## src/rtl/mcpu_ram_upload_if.sv

```systemverilog
// rtl/mcpu_ram_upload_if.sv - ioctl upload request/response and byte-memory read port bundle
interface mcpu_ram_upload_if #(
  parameter int AW = 14
);
  logic          ioctl_upload;
  logic          ioctl_rd;
  logic [26:0]   ioctl_addr;
  logic [15:0]   ioctl_din;
  logic          ioctl_wait;
  logic          upload_done;
  logic [AW-1:0] ram_addr;
  logic          ram_rd;
  logic [7:0]    ram_q;

  // master is the environment side: hps_io requests plus the memory data return
  modport master (
    output ioctl_upload, ioctl_rd, ioctl_addr, ram_q,
    input  ioctl_din, ioctl_wait, upload_done, ram_addr, ram_rd
  );

  modport slave (
    input  ioctl_upload, ioctl_rd, ioctl_addr, ram_q,
    output ioctl_din, ioctl_wait, upload_done, ram_addr, ram_rd
  );
endinterface

```

## src/rtl/mcpu_ram_upload.sv

```systemverilog
// rtl/mcpu_ram_upload.sv - ioctl upload reader returning 16-bit little-endian words from byte memory
module mcpu_ram_upload #(
  parameter int          AW   = 14,
  parameter logic [26:0] BASE = 27'h0
) (
  input  logic            clk_sys,
  input  logic            reset,
  mcpu_ram_upload_if.slave bus
);
  typedef enum logic [1:0] {IDLE, RD_LO, RD_HI, CAP_HI} state_t;

  localparam logic [26:0]   LIMIT     = BASE + 27'(2**AW);
  localparam logic [AW-1:0] EVEN_MASK = {{(AW-1){1'b1}}, 1'b0};
  localparam logic [AW-1:0] ODD_BIT   = {{(AW-1){1'b0}}, 1'b1};

  state_t        state, next_state;
  logic          up_q;
  logic [AW-1:0] rel_r, rel_n;
  logic [7:0]    lo_r, lo_n;
  logic [15:0]   din_r, din_n;
  logic          wait_r, wait_n;
  logic [AW-1:0] addr_r, addr_n;
  logic          rd_r, rd_n;
  logic          done_r, done_n;

  logic          fall;
  logic          hit;
  logic [AW-1:0] rel_in;

  assign fall   = up_q & ~bus.ioctl_upload;
  assign hit    = (bus.ioctl_addr >= BASE) && (bus.ioctl_addr < LIMIT);
  // Low AW bits of the difference only depend on the low AW bits of the operands.
  assign rel_in = (bus.ioctl_addr[AW-1:0] - BASE[AW-1:0]) & EVEN_MASK;

  always_ff @(posedge clk_sys) begin
    if (reset) begin
      state  <= IDLE;
      up_q   <= 1'b0;
      rel_r  <= '0;
      lo_r   <= 8'h00;
      din_r  <= 16'h0000;
      wait_r <= 1'b0;
      addr_r <= '0;
      rd_r   <= 1'b0;
      done_r <= 1'b0;
    end else begin
      state  <= next_state;
      up_q   <= bus.ioctl_upload;
      rel_r  <= rel_n;
      lo_r   <= lo_n;
      din_r  <= din_n;
      wait_r <= wait_n;
      addr_r <= addr_n;
      rd_r   <= rd_n;
      done_r <= done_n;
    end
  end

  always_comb begin
    next_state = state;
    if (fall) begin
      next_state = IDLE;
    end else begin
      case (state)
        IDLE:    if (bus.ioctl_upload && bus.ioctl_rd && hit) next_state = RD_LO;
        RD_LO:   next_state = RD_HI;
        RD_HI:   next_state = CAP_HI;
        default: next_state = IDLE;
      endcase
    end
  end

  always_comb begin
    rel_n  = rel_r;
    lo_n   = lo_r;
    din_n  = din_r;
    wait_n = wait_r;
    addr_n = addr_r;
    rd_n   = rd_r;
    done_n = fall;
    if (fall) begin
      wait_n = 1'b0;
      rd_n   = 1'b0;
    end else begin
      case (state)
        IDLE: begin
          if (bus.ioctl_upload && bus.ioctl_rd) begin
            if (hit) begin
              rel_n  = rel_in;
              addr_n = rel_in;
              rd_n   = 1'b1;
              wait_n = 1'b1;
            end else begin
              din_n = 16'hFFFF;
            end
          end
        end
        RD_LO:   addr_n = rel_r | ODD_BIT;
        RD_HI:   lo_n = bus.ram_q;
        default: begin
          din_n  = {bus.ram_q, lo_r};
          wait_n = 1'b0;
          rd_n   = 1'b0;
        end
      endcase
    end
  end

  assign bus.ioctl_din   = din_r;
  assign bus.ioctl_wait  = wait_r;
  assign bus.ram_addr    = addr_r;
  assign bus.ram_rd      = rd_r;
  assign bus.upload_done = done_r;
endmodule

```

## src/flat_wrapper.sv

```systemverilog
// flat-port wrapper written by rule: the top's interface ports become plain ports
module mcpu_ram_upload_flat 
#(
  parameter int          AW   = 14,
  parameter logic [26:0] BASE = 27'h0
)
  (clk_sys, reset, bus_ioctl_upload, bus_ioctl_rd, bus_ioctl_addr, bus_ram_q, bus_ioctl_din, bus_ioctl_wait, bus_upload_done, bus_ram_addr, bus_ram_rd);
  mcpu_ram_upload_if #(.AW(AW)) bus_i ();
  input  logic clk_sys;
  input  logic reset;
  input wire logic [$bits(bus_i.ioctl_upload)-1:0] bus_ioctl_upload;
  input wire logic [$bits(bus_i.ioctl_rd)-1:0] bus_ioctl_rd;
  input wire logic [$bits(bus_i.ioctl_addr)-1:0] bus_ioctl_addr;
  input wire logic [$bits(bus_i.ram_q)-1:0] bus_ram_q;
  output wire logic [$bits(bus_i.ioctl_din)-1:0] bus_ioctl_din;
  output wire logic [$bits(bus_i.ioctl_wait)-1:0] bus_ioctl_wait;
  output wire logic [$bits(bus_i.upload_done)-1:0] bus_upload_done;
  output wire logic [$bits(bus_i.ram_addr)-1:0] bus_ram_addr;
  output wire logic [$bits(bus_i.ram_rd)-1:0] bus_ram_rd;
  assign bus_i.ioctl_upload = bus_ioctl_upload;
  assign bus_i.ioctl_rd = bus_ioctl_rd;
  assign bus_i.ioctl_addr = bus_ioctl_addr;
  assign bus_i.ram_q = bus_ram_q;
  assign bus_ioctl_din = bus_i.ioctl_din;
  assign bus_ioctl_wait = bus_i.ioctl_wait;
  assign bus_upload_done = bus_i.upload_done;
  assign bus_ram_addr = bus_i.ram_addr;
  assign bus_ram_rd = bus_i.ram_rd;
  mcpu_ram_upload #(.AW(AW), .BASE(BASE)) u_core (.clk_sys(clk_sys), .reset(reset), .bus(bus_i));
endmodule
```

## config.mk

```make
export PLATFORM = sky130hd
export DESIGN_NAME = mcpu_ram_upload_flat
export DESIGN_NICKNAME = d
export VERILOG_FILES = /design/src/rtl/mcpu_ram_upload_if.sv /design/src/rtl/mcpu_ram_upload.sv /design/src/flat_wrapper.sv
export SDC_FILE = /design/constraint.sdc
export NUM_CORES = 1
export LEC_CHECK = 0
export BUFFER_PORTS_ARGS = -buffer_cell sky130_fd_sc_hd__buf_2
export CORE_MARGIN = 2
export CORE_UTILIZATION = 50
export DETAILED_ROUTE_END_ITERATION = 8
export MAX_ROUTING_LAYER = met4
export PLACE_DENSITY = 0.83
export SETUP_SLACK_MARGIN = 0.4
export SYNTH_ARGS = -nofsm -noshare
export SYNTH_HDL_FRONTEND = slang
export SYNTH_SLANG_ARGS = --single-unit
export TNS_END_PERCENT = 50
```

## constraint.sdc

```tcl
create_clock -name clk_sys -period 2.2 [get_ports clk_sys]
set_input_delay 0.22 -clock clk_sys [delete_from_list [all_inputs] [get_ports clk_sys]]
set_output_delay 0.22 -clock clk_sys [all_outputs]
set_load 0.005 [all_outputs]
```

==> results of run 1 <==
area by class of cell:
| type | count | area, sq um |
|---|---|---|
| Clock buffer | 7 | 96.34 |
| Clock inverter | 1 | 30.03 |
| Fill cell | 356 | 1525 |
| Inverter | 6 | 27.53 |
| Multi-Input combinational cell | 156 | 1079 |
| Sequential cell | 56 | 1121 |
| Tap cell | 52 | 65.06 |
| Timing Repair Buffer | 81 | 432.9 |
| Timing Repair inverter | 1 | 7.507 |
final timing paths:
check	to	slack (ns)	cells past startpoint
max	u_core.bus.ram_addr[6]	0.45	5
min	u_core.lo_r[1]	0.17	3
max reg2reg	u_core.bus.ram_addr[6]	0.57	6
min reg2reg	u_core.lo_r[6]	0.47	2
state kept, by name, summed over array words and instances, names as in the netlist:
register / flops
u_core.bus.ioctl_din: 16
u_core.bus.ioctl_wait: 1
u_core.bus.ram_addr: 14
u_core.bus.upload_done: 1
u_core.lo_r: 8
u_core.rel_r: 13
u_core.state: 2
u_core.up_q: 1
cell usage after synthesis (all sizes together):
cell     number
dfxtp        56
a21oi        36
nand3        23
o221a        16
o21ai        15
clkbuf       13
o22a         13
o22ai        13
nand2        11
buf           9
inv           5
ha            4
nor2          4
nor3          3
or4           3
nand2b        2
nor2b         2
nor4          2
a211oi        1
a21boi        1
clkinv        1
mux2i         1
nand4bb       1
nor3b         1
nor4b         1
o31a          1
o31ai         1
or3           1
cell families (layout without fill, tap and decap cells):
group                      count (synthesis)  in the layout
AOI/OAI and AO/OA                         97             97
adders and majority gates                  4              4
buffers and inverters                     28             96
DFF                                       56             56
muxes                                      1              1
and+or+nand+nor                           54             54
what timing repair did:
item	CTS	global route
cloned	0	1
pin swaps	0	0
hold buffers	0	0
resized for setup	3	5
endpoints found under the setup margin	23	14
per-stage QoR:
stage	cell area, sq um	setup slack (ns)	util	power, mW
5_1_grt	2859	0.4063	0.6521	1.983
3_5_place_dp	2698	0.1281	0.6153	1.220
2_1_floorplan	2316	0.2817	-	1.142
6_report	2859	0.4512	0.6521	1.917
3_3_place_gp	2698	0.1523	0.6153	1.215
4_1_cts	2830	0.4519	0.6455	1.925
layer usage:
| layer | track usage | vias to the layer above | wire length, um |
|---|---|---|---|
| li1 | - | 1033 | - |
| met1 | 0.2798 | 994 | 2550 |
| met2 | 0.3909 | 78 | 2796 |
| met3 | 0.04923 | 4 | 360 |
| met4 | 0.05241 | 0 | 18 |
| met5 | - | - | 0 |
power by group:
part | switching, mW | internal, mW
Sequential | 0.0112 | 1.03
Clock | 0.318 | 0.402
Combinational | 0.0737 | 0.0766
worst reg2reg max path, cell delays in order, from the launching register on:
cell and delay (ns):
dfxtp_1 0.35, inv_1 0.14, ha_4 0.25, clkinv_2 0.19, nor3_1 0.28, buf_4 0.23, o22a_2 0.16
==> results.yml, run 1 <==
cts:
  cts.sinks: 56
  htree_levels: 2
  insertion_delay_ns: 0.31
  cts_buffers: 5
  path_clk_slew_ns: 0.10
  clock-root-buffer: "clkbuf_8"
  cts_tree: "done"
  post_cts_buffers: 0
  clk_path_buf_depth: 2
critical_path:
  end_kind: "flip-flop"
  cp_slowest_stage_delay_ns: 0.60
  path_cells: "buf_2, or4_4, or4_4, o21ai_4, o22a_2"
  arrival_ns: 2.01
  cp-startpoint: "bus_ioctl_addr[17]"
  start_kind: "input pin"
  cpLargestDelayFamily: "simple AND/OR/NAND/NOR gates"
  crit_buf_inv: 1
  criticalPathCategory: "in -> reg"
  critPathMaxFanout: 13
  crit_required_ns: 2.46
  slowest_stage: "or4_4"
  reg2reg_from: "u_core.state[0]"
  crit_top_cell: "or4_4"
synth:
  netlist.area_leader.share: 0.4891
  synth-warning-count: 0
  synth.mux.area_fraction: 0.004367
  synth_nets: 283
  synth_top_area_cell: "dfxtp_1"
  synth_compound_area_frac: 0.3008
  synth_top_family_by_area: "compound AO/OA/AOI/OAI gates"
  syn_area_sq_um: 2292
  synth-simple-area-share: 0.1305
  yosys-top-cells-area: "dfxtp_1 49%, a21oi_1 7.9%, o221a_2 7.9%"
  synthAdderAreaFrac: 0.02183
  synthCells: 240
  avgSynthCellArea_sq_um: 9.551
  synth.distinct_cells: 34
  ys_seq_area_frac: 0.4891
  synth_xor_area_frac: 0
  ys_ff_latch: 56
sta:
  rsz0062_at_grt: "false"
  period_needed_ns: 1.749
  fin_tns_setup_ns: 0
  maxSlewHeadroom: 0.6622
  whs_ns: 0.1680
  worst_pin_slew_ns: 0.5067
  setup_violations: 0
  fin_skew_ns: 0.009474
  fmaxAchievable_mhz: 571.8
  finalMaxSlewViolations: 0
  hold_viol: 0
  finalCritPeriodShare: 0.7949
power:
  vdd_drop_max_uv: 467.7
  p_leak_nw: 1.184
  powerDensity_nw_per_um2: 670.3
cells_and_area:
  final_cell_mix: "70 x buf_2, 56 x dfxtp_1, 36 x a21oi_1"
  drive_above_1_share: 0.4188
  final_cells: 360
  diodes: 0
  nets: 350
  mostFrequentLayoutCell: "buf_2"
  area_delta_synth_final_pct: 24.73
place:
  hpwl_um: 4037
  gp_congestion: 0.7448
  portBuffers: 70
  dp_cells: 351
die:
  core_area_sq_um: 4384
  dieHeight_um: 71.71
  die_width_um: 71.71
  ios: 72
  rows: 24
  start_util: 0.5228
  die_area_sq_um: 5142
min_path:
  hp-start: "bus_ram_q[1]"
  hold_class: "in -> reg"
detailed_routing:
  drtAntennaViolNets: 0
  drt-total-wl_um: 5725
  drc: 0
  dr.first_iter.drc_count: 139
  num_vias: 2109
  first_pass_iters: 4
  viasPerCell: 5.858
  avgRoutedWirePerCell_um: 15.90
global_routing:
  first_global_vias: 2094
  grt_util_all_layers: 0.2298
  overflow: 0
  antenna_found_initial: 0
  grt_max_degree: 26
  grt_pass1_wl_um: 9321
job:
  cap_violations: 0
outcome:
  status: "finished clean"
Note: power is estimated with default switching activity, not from simulation.
==> run 2: changes to the inputs <==
--- a/config.mk
+++ b/config.mk
@@ -7,10 +7,10 @@
 export LEC_CHECK = 0
 export BUFFER_PORTS_ARGS = -buffer_cell sky130_fd_sc_hd__buf_2
 export CORE_MARGIN = 2
-export CORE_UTILIZATION = 50
+export CORE_UTILIZATION = 45
 export DETAILED_ROUTE_END_ITERATION = 8
 export MAX_ROUTING_LAYER = met4
-export PLACE_DENSITY = 0.83
+export PLACE_DENSITY = 0.8
 export SETUP_SLACK_MARGIN = 0.4
 export SYNTH_ARGS = -nofsm -noshare
 export SYNTH_HDL_FRONTEND = slang
==> constraint.sdc (replaced) <==
create_clock -name clk_sys -period 1.5 [get_ports clk_sys]
set_input_delay 0.15 -clock clk_sys [delete_from_list [all_inputs] [get_ports clk_sys]]
set_output_delay 0.15 -clock clk_sys [all_outputs]
set_load 0.005 [all_outputs]
==> run 2 against run 1 <==
Net effect: the run now ends with negative setup slack left; clock power grew 47%; global-route usage grew 1.5 points; count of clock-buffer cells in the layout shrank 2; design area grew 21%; clock skew is essentially flat; die area grew 10%; first-iteration DRC count grew 4.3%; routed wire length grew 22%; total power grew 50%; core utilization grew 6.8 points; largest cell class is now multi-input gates.
==> results.yml, run 2 (synthesis results as in run 1) <==
sta:
  rsz0062_at_grt: "true"
  finalMaxSlewViolations: 0
  finalCritPeriodShare: 1.079
  hold_viol: 0
  maxSlewHeadroom: 0.5474
  setup_slack_ns: -0.1183
  fmaxAchievable_mhz: 617.9
  fin_skew_ns: 0.009359
  worst_pin_slew_ns: 0.6782
  whs_ns: 0.09304
  fin_tns_setup_ns: -2.795
  setup_violations: 41
  period_needed_ns: 1.618
power:
  p_leak_nw: 1.413
  total_power_mw: 2.876
  vdd_drop_max_uv: 498.6
  powerDensity_nw_per_um2: 828.9
critical_path:
  slowest_stage: "or4_4"
  crit_buf_inv: 3
  end_kind: "flip-flop"
  r2r_slack_ns: -0.11
  arrival_ns: 1.84
  start_kind: "input pin"
  critPathMaxFanout: 7
  path_cells: "buf_6, or4_4, nor4b_1, buf_4, o31ai_4, buf_6, o221a_4"
  cpLargestDelayFamily: "simple AND/OR/NAND/NOR gates"
  crit_required_ns: 1.72
  cp_slowest_stage_delay_ns: 0.54
  criticalPathCategory: "in -> reg"
  crit_top_cell: "buf_6"
cells_and_area:
  mostFrequentLayoutCell: "buf_2"
  nets: 377
  diodes: 0
  final_cell_mix: "68 x buf_2, 54 x dfxtp_1, 30 x a21oi_1"
  area_delta_synth_final_pct: 51.36
  drive_above_1_share: 0.5642
  largest_register_ffs: 16
  final_cells: 402
  final_area_sq_um: 3470
  finish.utilization: 0.7203
min_path:
  hold_class: "in -> reg"
detailed_routing:
  drtAntennaViolNets: 0
  avgRoutedWirePerCell_um: 17.38
  drt-total-wl_um: 6988
  dr.first_iter.drc_count: 145
  viasPerCell: 5.746
  num_vias: 2310
  first_pass_iters: 4
  drc: 0
cts:
  clk_path_buf_depth: 2
  cts.sinks: 56
  cts_buffers: 5
  htree_levels: 2
  insertion_delay_ns: 0.32
  path_clk_slew_ns: 0.11
  clock-root-buffer: "clkbuf_8"
  cts_tree: "done"
  holdBufCountCts: 0
global_routing:
  antenna_found_initial: 0
  grt_max_degree: 20
  grt_pass1_wl_um: 10380
  overflow: 0
  grt_util_all_layers: 0.2449
  first_global_vias: 2169
die:
  core_area_sq_um: 4817
  die_width_um: 75.37
  start_util: 0.4758
  dieHeight_um: 75.37
  ios: 72
  die_area_sq_um: 5681
  rows: 25
outcome:
  violations: "negative setup slack"
  status: "finished with violations"
place:
  gp_congestion: 0.8555
  hpwl_um: 4148
  post-place-ws_ns: -0.5702
  dp_cells: 383
  placed_cell_area_sq_um: 2888
  portBuffers: 70
job:
  cap_violations: 0
run 2: final cells by class:
class | instances | area [sq um]
fill | 357 | 1348
multi-input combinational | 157 | 1365
sequential | 56 | 1124
clock buffer | 5 | 68.82
clock inverter | 3 | 50.05
timing repair buffer | 108 | 754.5
tap | 67 | 83.83
inverter | 6 | 23.77
run 2: worst min-delay path: cells and delay by family:
kind / cells / cell delay, ns
and+or+nand+nor: 1 / 0.07
AOI/OAI and AO/OA: 1 / 0.05
buffers and inverters: 1 / 0.11
run 2: path summary, 6_finish.rpt:
| kind | end | cells past startpoint | startpoint |
|---|---|---|---|
| max | u_core.bus.ioctl_din[7] | 7 | bus_ioctl_addr[14] |
| min | u_core.rel_r[2] | 3 | bus_ioctl_addr[2] |
| max reg2reg | u_core.bus.ioctl_din[7] | 9 | u_core.state[0] |
| min reg2reg | u_core.rel_r[9] | 2 | u_core.rel_r[9] |
run 2: routing by layer:
| layer | part of all wire | GRT usage | vias to the layer above | wire (um) |
|---|---|---|---|---|
| met3 | 0.055 | 0.04101 | 16 | 381 |
| met1 | 0.43 | 0.3148 | 1105 | 3028 |
| met4 | 0.022 | 0.07018 | 0 | 152 |
| met2 | 0.49 | 0.3990 | 92 | 3426 |
| met5 | 0 | - | - | 0 |
| li1 | - | - | 1097 | - |
run 2: where the power goes:
part           internal (mW)  switching (mW)
clock                  0.516           0.541
sequential              1.52          0.0213
combinational          0.148           0.131
total                   2.18           0.694
run 2: what timing repair did:
| action | CTS | global route |
|---|---|---|
| gates resized for setup | 39 | 34 |
| cloned | 2 | 0 |
| endpoints found under the hold margin | 0 | 0 |
| setup endpoints to repair | 54 | 54 |
| pin swaps | 24 | 13 |
| setup buffers | 3 | 6 |
